===== config.mk =====
export PLATFORM = sky130hd
export DESIGN_NAME = clk_divider_multi
export DESIGN_NICKNAME = d
export VERILOG_FILES = /design/src/rtl/clk_div_pkg.sv /design/src/rtl/clk_div_channel.sv /design/src/rtl/clk_divider_multi.sv
export SDC_FILE = /design/constraint.sdc
export NUM_CORES = 1
export LEC_CHECK = 0
export ABC_AREA = 1
export BUFFER_PORTS_ARGS = -buffer_cell sky130_fd_sc_hd__buf_2
export CAP_MARGIN = 25
export CORE_MARGIN = 4
export CORE_UTILIZATION = 40
export DETAILED_ROUTE_END_ITERATION = 16
export GPL_ROUTABILITY_DRIVEN = 0
export PLACE_DENSITY = 0.55
export SYNTH_ARGS = -nofsm -noshare
export SYNTH_HDL_FRONTEND = slang
export SYNTH_SLANG_ARGS = --single-unit

===== constraint.sdc =====
create_clock -name clk -period 2.1 [get_ports clk]
set_input_delay 0.42 -clock clk [delete_from_list [all_inputs] [get_ports clk]]
set_output_delay 0.42 -clock clk [all_outputs]
set_load 0.005 [all_outputs]

===== src/rtl/clk_div_pkg.sv =====
// Shared constants and helpers for the multi-channel clock divider.
package clk_div_pkg;

  localparam int unsigned DIV_W_DEF        = 32;
  localparam int unsigned CLK_HZ           = 100_000_000;
  localparam int unsigned DEFAULT_HALF_CYC = 2_500_000;

  // Half-period in clk cycles for a target output frequency.
  function automatic logic [DIV_W_DEF-1:0] half_for_hz(input int unsigned hz);
    return DIV_W_DEF'(CLK_HZ / (2 * hz));
  endfunction

  function automatic logic [DIV_W_DEF-1:0] eff_half(input logic [DIV_W_DEF-1:0] h);
    return (h == '0) ? DIV_W_DEF'(1) : h;
  endfunction

endpackage


===== src/rtl/clk_div_channel.sv =====
// One divider channel: half-period counter, shadow/active divisor, output and strobe flops.
module clk_div_channel
  import clk_div_pkg::*;
#(
  parameter int unsigned      DIV_W        = DIV_W_DEF,
  parameter logic [DIV_W-1:0] DEFAULT_HALF = DIV_W'(DEFAULT_HALF_CYC)
) (
  input  logic             clk,
  input  logic             rst_n,
  input  logic             en,
  input  logic             sync,
  input  logic             ld,
  input  logic [DIV_W-1:0] ld_half,
  output logic             divided_clk,
  output logic             tick,
  output logic             rise
);

  logic [DIV_W-1:0] cnt;
  logic [DIV_W-1:0] active_half;
  logic [DIV_W-1:0] shadow_half;
  logic             terminal;

  // Half-periods of 0 and 1 both terminate every cycle (clk/2).
  assign terminal = (active_half <= DIV_W'(1)) || (cnt == active_half - DIV_W'(1));

  always_ff @(posedge clk or negedge rst_n) begin
    if (!rst_n) begin
      cnt         <= '0;
      divided_clk <= 1'b0;
      tick        <= 1'b0;
      rise        <= 1'b0;
      active_half <= DEFAULT_HALF;
      shadow_half <= DEFAULT_HALF;
    end else begin
      if (ld) shadow_half <= ld_half;
      // active_half takes the pre-load shadow value when a load coincides with a boundary.
      if (!en || sync) begin
        cnt         <= '0;
        divided_clk <= 1'b0;
        tick        <= 1'b0;
        rise        <= 1'b0;
        active_half <= shadow_half;
      end else if (terminal) begin
        cnt         <= '0;
        divided_clk <= ~divided_clk;
        tick        <= 1'b1;
        rise        <= ~divided_clk;
        active_half <= shadow_half;
      end else begin
        cnt  <= cnt + DIV_W'(1);
        tick <= 1'b0;
        rise <= 1'b0;
      end
    end
  end

endmodule


===== src/rtl/clk_divider_multi.sv =====
// NUM_CH independent programmable square-wave dividers with shared phase-align sync.
module clk_divider_multi
  import clk_div_pkg::*;
#(
  parameter int unsigned      NUM_CH       = 4,
  parameter int unsigned      DIV_W        = DIV_W_DEF,
  parameter logic [DIV_W-1:0] DEFAULT_HALF = DIV_W'(DEFAULT_HALF_CYC),
  localparam int unsigned     CH_W         = (NUM_CH > 1) ? $clog2(NUM_CH) : 1
) (
  input  logic              clk,
  input  logic              rst_n,
  input  logic [NUM_CH-1:0] en,
  input  logic              sync,
  input  logic              ld,
  input  logic [CH_W-1:0]   ld_ch,
  input  logic [DIV_W-1:0]  ld_half,
  output logic [NUM_CH-1:0] divided_clk,
  output logic [NUM_CH-1:0] tick,
  output logic [NUM_CH-1:0] rise
);

  // ld_ch codes at or above NUM_CH match no channel and are dropped.
  for (genvar i = 0; i < NUM_CH; i++) begin : g_ch
    clk_div_channel #(
      .DIV_W        (DIV_W),
      .DEFAULT_HALF (DEFAULT_HALF)
    ) u_ch (
      .clk         (clk),
      .rst_n       (rst_n),
      .en          (en[i]),
      .sync        (sync),
      .ld          (ld && (ld_ch == CH_W'(i))),
      .ld_half     (ld_half),
      .divided_clk (divided_clk[i]),
      .tick        (tick[i]),
      .rise        (rise[i])
    );
  end

endmodule


; ---- Yosys cells after proc, flatten, opt, wreduce, memory -nomap -nowiden
; Cells that the tools add are included.
[classes]
add_sub_neg = 8
order_cmp = 4
n_eq_ne = 7
muxes = 40
n_bitwise = 4
n_reduce_logical = 21
[ops]
columns = op, n
row1 = 32-bit two-way mux, 16
row2 = 32-bit by 1-bit adder with 32-bit output (second input constant), 4
row3 = 32-bit equality test, 4
row4 = 32-bit by 1-bit <= comparator with 1-bit output (second input constant), 4
row5 = 32-bit by 1-bit subtractor with 32-bit output (second input constant), 4
row6 = 1-bit two-way mux, 24
row7 = 1-bit logical OR, 8
row8 = 2-bit nonzero test, 4
row9 = 2-bit equality test (second input constant), 2
row10 = 1-bit logical AND, 4
row11 = 1-bit logical NOT, 4
row12 = 1-bit NOT, 4
row13 = 2-bit by 1-bit equality test with 1-bit output (second input constant), 1
row14 = 2-bit logical NOT, 1
[totals]
register_bits = 396
in_bits = 42
output_inout_bits = 12
wordCells = 108

; ---- Depth between registers and ports, before layout
; Gate-level depths: netlist (run 1).
[depth]
word_depth = 5
mapped_depth = 20
ltp_nobuf = 18

; ---- Cells and area by module
; A second synthesis (run 1) with hierarchy kept.
[unflattened]
hier_cells = 2904
area_unflattened_um2 = 22992.1
[modules_own_cells]
columns = module, instances, cells_each, area_per_inst_um2, seq_area_each_um2
row1 = clk_div_channel (g_ch[0].u_ch ...), 3, 740, 5794.3, 2497.4
row2 = clk_div_channel (g_ch[3].u_ch), 1, 676, 5579.1, 2497.4
row3 = clk_divider_multi, 1, 8, 30.0, 0.0

; ---- Least setup slack after synthesis (run 1)
; Ideal clock, no wire load.
[synth_timing]
kind = register to register
startpoint = register g_ch[2].u_ch.active_half[0]
endpoint = register g_ch[2].u_ch.cnt[6]
setup_time_ns = 0.121
arrival_time_ns = 2.192
required_time_ns = 1.979
setup_slack_ns = -0.213
stages_incl_launch_ff = 16
path_buffers = 2
period_less_slack_ns = 2.313
path_cell_list = dfrtp_1 inv_1 ha_1 nand3_1 nor2_1 nand2_1 nor2_1 xor3_1 nor2_1 nand2_1 nor2_2 nand2_4 nand3_2 buf_4 buf_4 nor2_1
[synth_via]
elab_chain_cells = 5
word_cells_on_any_way = 6
cone_classes = add/sub (1) / order compare (1) / eq/ne (1) / mux (2) / reduce/logical (1)
[synth_rtl]
columns = item, line
row1 = from (decl), clk_div_channel.sv:20  ; logic [DIV_W-1:0] active_half;
row2 = from (signal assigned), clk_div_channel.sv:43  ; active_half <= shadow_half;
row3 = from (signal assigned), clk_div_channel.sv:49  ; active_half <= shadow_half;
row4 = 32-bit by 1-bit subtractor with 32-bit output, clk_div_channel.sv:25  ; assign terminal = (active_half <= DIV_W'(1)) || (cnt == active_half - DIV_W'(1));
row5 = 32-bit equality test, clk_div_channel.sv:25
row6 = 1-bit logical OR (*), clk_div_channel.sv:25
row7 = 32-bit two-way mux (*), clk_div_channel.sv:44  ; end else if (terminal) begin
row8 = 32-bit two-way mux (*), clk_div_channel.sv:38  ; if (!en || sync) begin
row9 = to (signal assigned), clk_div_channel.sv:51  ; cnt <= cnt + DIV_W'(1);
row10 = to (decl), clk_div_channel.sv:19  ; logic [DIV_W-1:0] cnt;
; Mark *: on every way between the ends. The rest lies on a longest branch, timed or not.
; A chain may end at the register's enable or synchronous reset.

; ---- Worst setup path after layout (run 1)
[layout_timing]
startpoint = register g_ch[2].u_ch.active_half[6]
endpoint = register g_ch[2].u_ch.active_half[25]
[layout_via]
elab_chain_cells = 4
word_cells_on_any_way = 5
cone_classes = add/sub (1) / order compare (1) / eq/ne (1) / reduce/logical (2)
[layout_rtl]
columns = item, line
row1 = 32-bit by 1-bit subtractor with 32-bit output, clk_div_channel.sv:25
row2 = 32-bit equality test, clk_div_channel.sv:25
row3 = 1-bit logical OR (*), clk_div_channel.sv:25
row4 = 2-bit nonzero test (no source line) (*), --
; Marks and branches as above.

==> results of run 1 <==
[layout make-up]
class                      instances  share of cell area, %
tap                              748                   3.05
timing repair buffer             501                   15.2
sequential                       396                   32.6
antenna                            3                 0.0245
clock inverter                    20                  0.714
multi-input combinational       2239                   41.1
inverter                         255                   3.12
clock buffer                      62                   4.24
[registers in the layout (all words and copies together) (netlist names)]
signal / count
g_ch.u_ch.active_half: 128
g_ch.u_ch.rise: 4
g_ch.u_ch.cnt: 128
g_ch.u_ch.tick: 4
g_ch.u_ch.shadow_half: 128
g_ch.u_ch.divided_clk: 4
[metrics by stage]
step	hold WS [ns]	total power [mW]	setup TNS (ns)	worst slack [ns]
2_1_floorplan	0.124	12.3	-9.42	-0.0794
3_3_place_gp	0.345	14.8	-79.29	-0.390
3_5_place_dp	0.343	14.9	-90.99	-0.388
4_1_cts	0.141	23.5	-81.77	-0.364
5_1_grt	0.196	25.3	-135.78	-0.616
6_report	0.176	24.0	-93.36	-0.429
[Yosys cell counts (all sizes together), types with 2 or more instances]
| library cell | count | area (um2) |
|---|---|---|
| nand2 | 921 | 3480 |
| nor2 | 505 | 2010 |
| dfrtp | 332 | 8310 |
| inv | 250 | 938 |
| nand4 | 195 | 1220 |
| o21ai | 163 | 816 |
| xor2 | 154 | 1350 |
| nand3 | 130 | 686 |
| xnor2 | 68 | 596 |
| clkbuf | 64 | 240 |
| dfstp | 64 | 1680 |
| buf | 47 | 385 |
| nor3 | 33 | 165 |
| nand3b | 13 | 97.6 |
| ha | 12 | 150 |
| o21bai | 11 | 86.3 |
| nor4 | 10 | 62.6 |
| a21oi | 6 | 30.0 |
| or2 | 6 | 37.5 |
| clkinv | 5 | 18.8 |
| xnor3 | 3 | 67.6 |
| o22ai | 2 | 12.5 |
[cells by family after synthesis]
| family | after synthesis | synth area share, % |
|---|---|---|
| simple gates | 1815 | 34.6 |
| flops | 396 | 44.4 |
| buf+inv | 366 | 7.03 |
| xor+xnor | 226 | 9.04 |
| compound gates | 185 | 4.32 |
| fa+ha+maj | 12 | 0.667 |
[how the worst max path moves through the flow]
stage | to | slack (ns) | cells past startpoint
global route | g_ch[2].u_ch.active_half[12] | -0.62 | 18
finish | g_ch[2].u_ch.active_half[25] | -0.43 | 15
detailed placement | g_ch[1].u_ch.active_half[11] | -0.39 | 15
CTS | g_ch[1].u_ch.active_half[28] | -0.36 | 17
global placement | g_ch[3].u_ch.active_half[21] | -0.39 | 16
floorplan | g_ch[1].u_ch.cnt[7] | -0.08 | 17
[critical path, delay by kind of cell, from the launching register on]
family                    cells  cell delay [ns]
buffers and inverters         2             0.31
xor gates and xnor gates      1             0.25
DFF                           1             0.43
and+or+nand+nor              12             1.46
[report_power, final]
group / internal (mW) / switching [mW]
clock network: 4.73 / 3.36
logic: 2.95 / 3.39
registers: 8.62 / 0.959
[per-layer routing]
metal	part of all wire, %	vias to the layer above
met5	0	-
met4	3.4	0
met3	5.4	142
met2	46	551
met1	45	10200
li1	-	10500
[timing repair]
action | 4_1_cts | 5_1_grt
endpoints found under the setup margin | 268 | 268
buffers inserted | 30 | 21
pin swaps | 39 | 62
hold endpoints to repair | 23 | 0
gates resized for setup | 119 | 411
gates cloned | 15 | 15
hold buffers | 1 | 0
==> impl_metrics.csv, run 1 <==
group,metric,value,unit
worst_setup_path,cp.required,2.63,ns
min_path,worstHoldStart,"en[1]",
outcome,status,"complete, but fails checks",
min_path,hold_path_depth,5,
flow_run,cap_violations,0,
sta,max_freq,395,MHz
floorplan,ios,54,
worst_setup_path,reg2reg_to,"g_ch[2].u_ch.active_half[25]",
pwr,peakVddDrop,0.000602,V
detailed_routing,drtAntennaViolNets,0,
detailed_routing,via_per_inst,5.07,
worst_setup_path,path_class,"reg -> reg",
sta,finalCritPeriodShare,120,%
floorplan,start_util,40.6,%
synth,netlist_instances,3000,
worst_setup_path,crit_chain,"nor2_2 > nand2_1 > nor2_1 > nand2_2 > nor2_2 > xnor3_1 > nor2_1 > nand2_1 > nor2_2 > nand2_4 > nand3_4 > buf_12 > clkbuf_16 > nand2_2 > nand2_1",
grt,grt_remaining_overflow,0,
clock_network,clk_pin_slew,0.06,ns
detailed_routing,wl,70800,um
detailed_routing,drt_pass1_iterations,6,
cells_and_area,drive_above_1_share,31.2,%
worst_setup_path,path_max_fanout,8,
pwr,p_leak,14.4,nW
cells_and_area,final_common_cell,"nand2_1",
worst_setup_path,startpoint_type,"flip-flop",
clock_network,cts_buffer_depth,3,
sta,worst_pin_slew,0.543,ns
clock_network,insertion_delay,0.60,ns
pwr,powerDensity,783,nW/um2
floorplan,dieWidth,245,um
cells_and_area,regArea,10000,um2
worst_setup_path,setup.worst_path.end_class,"flip-flop",
cells_and_area,final_nets,3491,
grt,grt_pass1_vias,20900,
sta,setup_violations,268,
min_path,hp-class,"in -> reg",
grt,busiest_layer,"met2",
synth,synth_flop_cell,"dfrtp_1",
sta,rsz0062_at_grt,"true",
min_path,holdPathEnd,"g_ch[1].u_ch.divided_clk",
sta,period_minus_slack,2.53,ns
cells_and_area,syn_to_final_growth,36.2,%
outcome,violations,"setup timing",
worst_setup_path,rrSetupSlack,-0.43,ns
sta,hold_violations,0,
cells_and_area,mostFrequentLayoutCells,"nand2_1 (739), buf_4 (364), nor2_1 (326)",
synth,avgSynthCellArea,7.50,um2
grt,grt_pass1_wl,111000,um
grt,antenna_found_initial,4,
cells_and_area,multi_input_area,12600,um2
synth,ys_seq_area_share,44.4,%
grt,grt_start_max_net_pins,71,
worst_setup_path,max_stage_delay,0.43,ns
floorplan,die-area,60100,um2
grt,grt_use_met1,31.7,%
grt,met3_usage,2.71,%
sta,maxSlewHeadroom,63.8,%
place,dp_hpwl,48600,um
sta,slew_viol_final,0,
detailed_routing,drt_iter0_drc,1282,
clock_network,clkSinkCount,396,
grt,grtUsageMet2,36.8,%
worst_setup_path,cp-startpoint,"g_ch[2].u_ch.active_half[6]",
sta,skew,0.0187,ns
synth,synth.distinct_cells,39,
synth,synth-seq-cells,396,
sta,setup_ws,-0.429,ns
worst_setup_path,reg2reg_depth,15,
place,portBuffers,53,
cells_and_area,final_cells,4224,
clock_network,ctsHtreeMaxLevel,2,
synth,ys_async_sr_fraction,100,%
synth,yosys_warnings,0,
detailed_routing,wl_per_cell,16.8,um
place,dp_cells,4064,
synth,synth-edff-count,0,
cells_and_area,fillCellCount,5149,
detailed_routing,vias,21400,
synth,syn-num-nets,3054,
detailed_routing,drc,0,
worst_setup_path,slowest_stage,"dfrtp_1",
clock_network,numCtsBuffers,44,
grt,grt_use_total,22.7,%
cells_and_area,fin_area,30700,um2
synth,syn_area,22500,um2
clock_network,cts_tree,"done",
floorplan,die-height,245,um
cells_and_area,fin_util,55.3,%
clock_network,cts_root_buffer,"clkbuf_16",
floorplan,core,55400,um2
floorplan,row_count,86,
place,postPlaceCellArea,26300,um2
worst_setup_path,cp.arrival,3.06,ns
worst_setup_path,r2r-start,"g_ch[2].u_ch.active_half[6]",
(Power assumes the default switching activity.)
==> inputs of run 2 (changes only) <==
Settings changed: BUFFER_PORTS_ARGS -buffer_cell sky130_fd_sc_hd__buf_2 to -buffer_cell sky130_fd_sc_hd__buf_4.
==> run 2 against run 1 <==
Net effect:
- the run still ends with setup timing left
- maximum frequency decreased by 3.5%
- clock skew rose by 0.0064 ns
- non-clock buffer count rose by 13
- die area unchanged
- wire length up 0.34%
- sequential share of layout area decreased by 0.16 points
- total power shrank 0.98%
- critical path depth increased by 2
- largest cell class unchanged
==> impl_metrics.csv, run 2 (synthesized netlist as in run 1, its figures left out) <==
group,metric,value,unit
cells_and_area,mostFrequentLayoutCells,"nand2_1 (737), buf_4 (430), nor2_1 (337)",
pwr,p_leak,14.5,nW
place,dp_cells,4071,
min_path,holdPathEnd,"g_ch[1].u_ch.divided_clk",
place,portBuffers,53,
sta,maxSlewHeadroom,61.2,%
min_path,hold_path_depth,5,
worst_setup_path,max_stage_delay,0.39,ns
flow_run,cap_violations,0,
floorplan,dieWidth,245,um
grt,grt_pass1_wl,109000,um
sta,worst_pin_slew,0.582,ns
cells_and_area,reg_top3,"g_ch.u_ch.active_half (128), g_ch.u_ch.cnt (128), g_ch.u_ch.shadow_half (128)",
pwr,peakVddDrop,0.000667,V
detailed_routing,drtAntennaViolNets,0,
clock_network,numCtsBuffers,44,
sta,setup_violations,268,
pwr,power_frac_seq,40.3,%
cells_and_area,final_nets,3504,
worst_setup_path,rrSetupSlack,-0.52,ns
detailed_routing,drt_iter0_drc,1430,
worst_setup_path,slowest_stage,"dfrtp_1",
worst_setup_path,path_common_cell,"nor2_4",
worst_setup_path,startpoint_type,"flip-flop",
sta,finalCritPeriodShare,125,%
floorplan,start_util,40.6,%
pwr,switchingPower,7.57,mW
clock_network,cts_root_buffer,"clkbuf_16",
pwr,p_comb_share,26.4,%
pwr,powerDensity,773,nW/um2
floorplan,die-height,245,um
cells_and_area,num_antenna_cells,0,
detailed_routing,wl_per_cell,16.8,um
clock_network,clk_pin_slew,0.06,ns
grt,grt_pass1_vias,20800,
cells_and_area,drive_above_1_share,30.3,%
clock_network,insertion_delay,0.58,ns
detailed_routing,via_per_inst,5.09,
detailed_routing,drt_pass1_iterations,8,
min_path,hp-class,"in -> reg",
worst_setup_path,setup.worst_path.end_class,"flip-flop",
pwr,p_sw_share,31.8,%
sta,setup_tns,-115.89,ns
place,dp_hpwl,49100,um
sta,max_freq,382,MHz
sta,period_minus_slack,2.62,ns
worst_setup_path,cp.arrival,3.12,ns
floorplan,die-area,60100,um2
pwr,power,23.8,mW
floorplan,ios,54,
worst_setup_path,cp.required,2.60,ns
grt,antenna_found_initial,8,
outcome,status,"complete, but fails checks",
cells_and_area,syn_to_final_growth,36.7,%
detailed_routing,drc,0,
sta,slew_viol_final,0,
clock_network,cts_buffer_depth,3,
floorplan,row_count,86,
detailed_routing,vias,21600,
worst_setup_path,reg2reg_depth,17,
cells_and_area,final_cells,4233,
sta,rsz0062_at_grt,"true",
detailed_routing,wl,71000,um
grt,grt_remaining_overflow,0,
worst_setup_path,critPathTopFamily,"simple AND/OR/NAND/NOR gates",
worst_setup_path,crit_chain,"inv_2 > ha_4 > nand3_4 > buf_6 > nor2_4 > nand2_2 > nor2_4 > xor3_1 > nor2_1 > nand2_1 > nor2_4 > nand2_4 > nand3_4 > buf_12 > clkbuf_16 > nand2_2 > nand2_1",
cells_and_area,final_common_cell,"nand2_1",
pwr,p_int,16.2,mW
clock_network,clkSinkCount,396,
worst_setup_path,path_class,"reg -> reg",
worst_setup_path,path_max_fanout,8,
grt,grt_use_total,22.3,%
sta,skew,0.0251,ns
sta,setup_ws,-0.520,ns
clock_network,ctsHtreeMaxLevel,2,
pwr,pwr-share-clk,33.3,%
place,pre_cts_slack,-0.467,ns
worst_setup_path,reg2reg_to,"g_ch[2].u_ch.active_half[19]",
worst_setup_path,r2r-start,"g_ch[2].u_ch.active_half[1]",
grt,grt_start_max_net_pins,65,
clock_network,cts_tree,"done",
sta,hold_violations,0,
floorplan,core,55400,um2
outcome,violations,"setup timing",
worst_setup_path,worst-path-buf-inv,4,
min_path,worstHoldStart,"en[1]",
run 2: repair_timing:
item / in CTS / in global routing
endpoints found under the setup margin: 268 / 268
gates resized for setup: 57 / 455
setup buffers: 10 / 39
gates cloned: 8 / 28
hold endpoints to repair: 24 / 0
hold buffers: 1 / 0
pin swaps: 7 / 89
run 2: worst max-delay path by stage:
stage                                            from                           end  slack [ns]  depth (start not counted)
final                     g_ch[2].u_ch.active_half[1]  g_ch[2].u_ch.active_half[19]       -0.52                         17
after global routing      g_ch[0].u_ch.active_half[1]   g_ch[0].u_ch.active_half[2]       -0.67                         18
after CTS                 g_ch[3].u_ch.active_half[1]  g_ch[3].u_ch.active_half[15]       -0.43                         20
after detailed placement  g_ch[3].u_ch.active_half[6]          g_ch[3].u_ch.cnt[28]       -0.47                         12
after global placement    g_ch[2].u_ch.active_half[1]  g_ch[2].u_ch.active_half[11]       -0.46                         17
after floorplan           g_ch[1].u_ch.active_half[0]           g_ch[1].u_ch.cnt[7]       -0.08                         17
run 2: worst min-delay path, cell delays in order:
cell	delay [ns]
buf_4	0.11
nand2_1	0.08
nor2_1	0.05
nand2_2	0.05
nand2_1	0.04
run 2: per-stage QoR:
step	utilization [%]	area, um2	hold slack [ns]
after floorplan	-	22700	0.124
after global placement	47.7	26400	0.354
after detailed placement	47.7	26400	0.358
after CTS	51.3	28400	0.157
after global routing	55.5	30800	0.209
final	55.5	30800	0.195
run 2: final cells by class:
cell class	instances	area [um2]
clock buffers	63	1250
fillers	5127	24600
well taps	748	936
inverters	255	957
repair buffers	514	4860
multi-input cells	2239	12600
clock inverters	18	215
flip-flops and latches	396	9990
run 2: routing by layer:
metal	global-route usage (%)	wire length [um]	part of all wire, %
met1	31.3	32200	45
met2	36.5	33000	46
met3	2.81	3800	5.3
met4	6.38	1990	2.8
met5	0	0	0
run 2: power by group through the flow:
stage	logic, mW	clock network [mW]	registers [mW]
global route	6.97	8.43	9.70
finish	6.26	7.92	9.59
global placement	5.30	0	9.54
CTS	5.56	8.11	9.44
floorplan	3.03	0	9.31
detailed placement	5.39	0	9.55
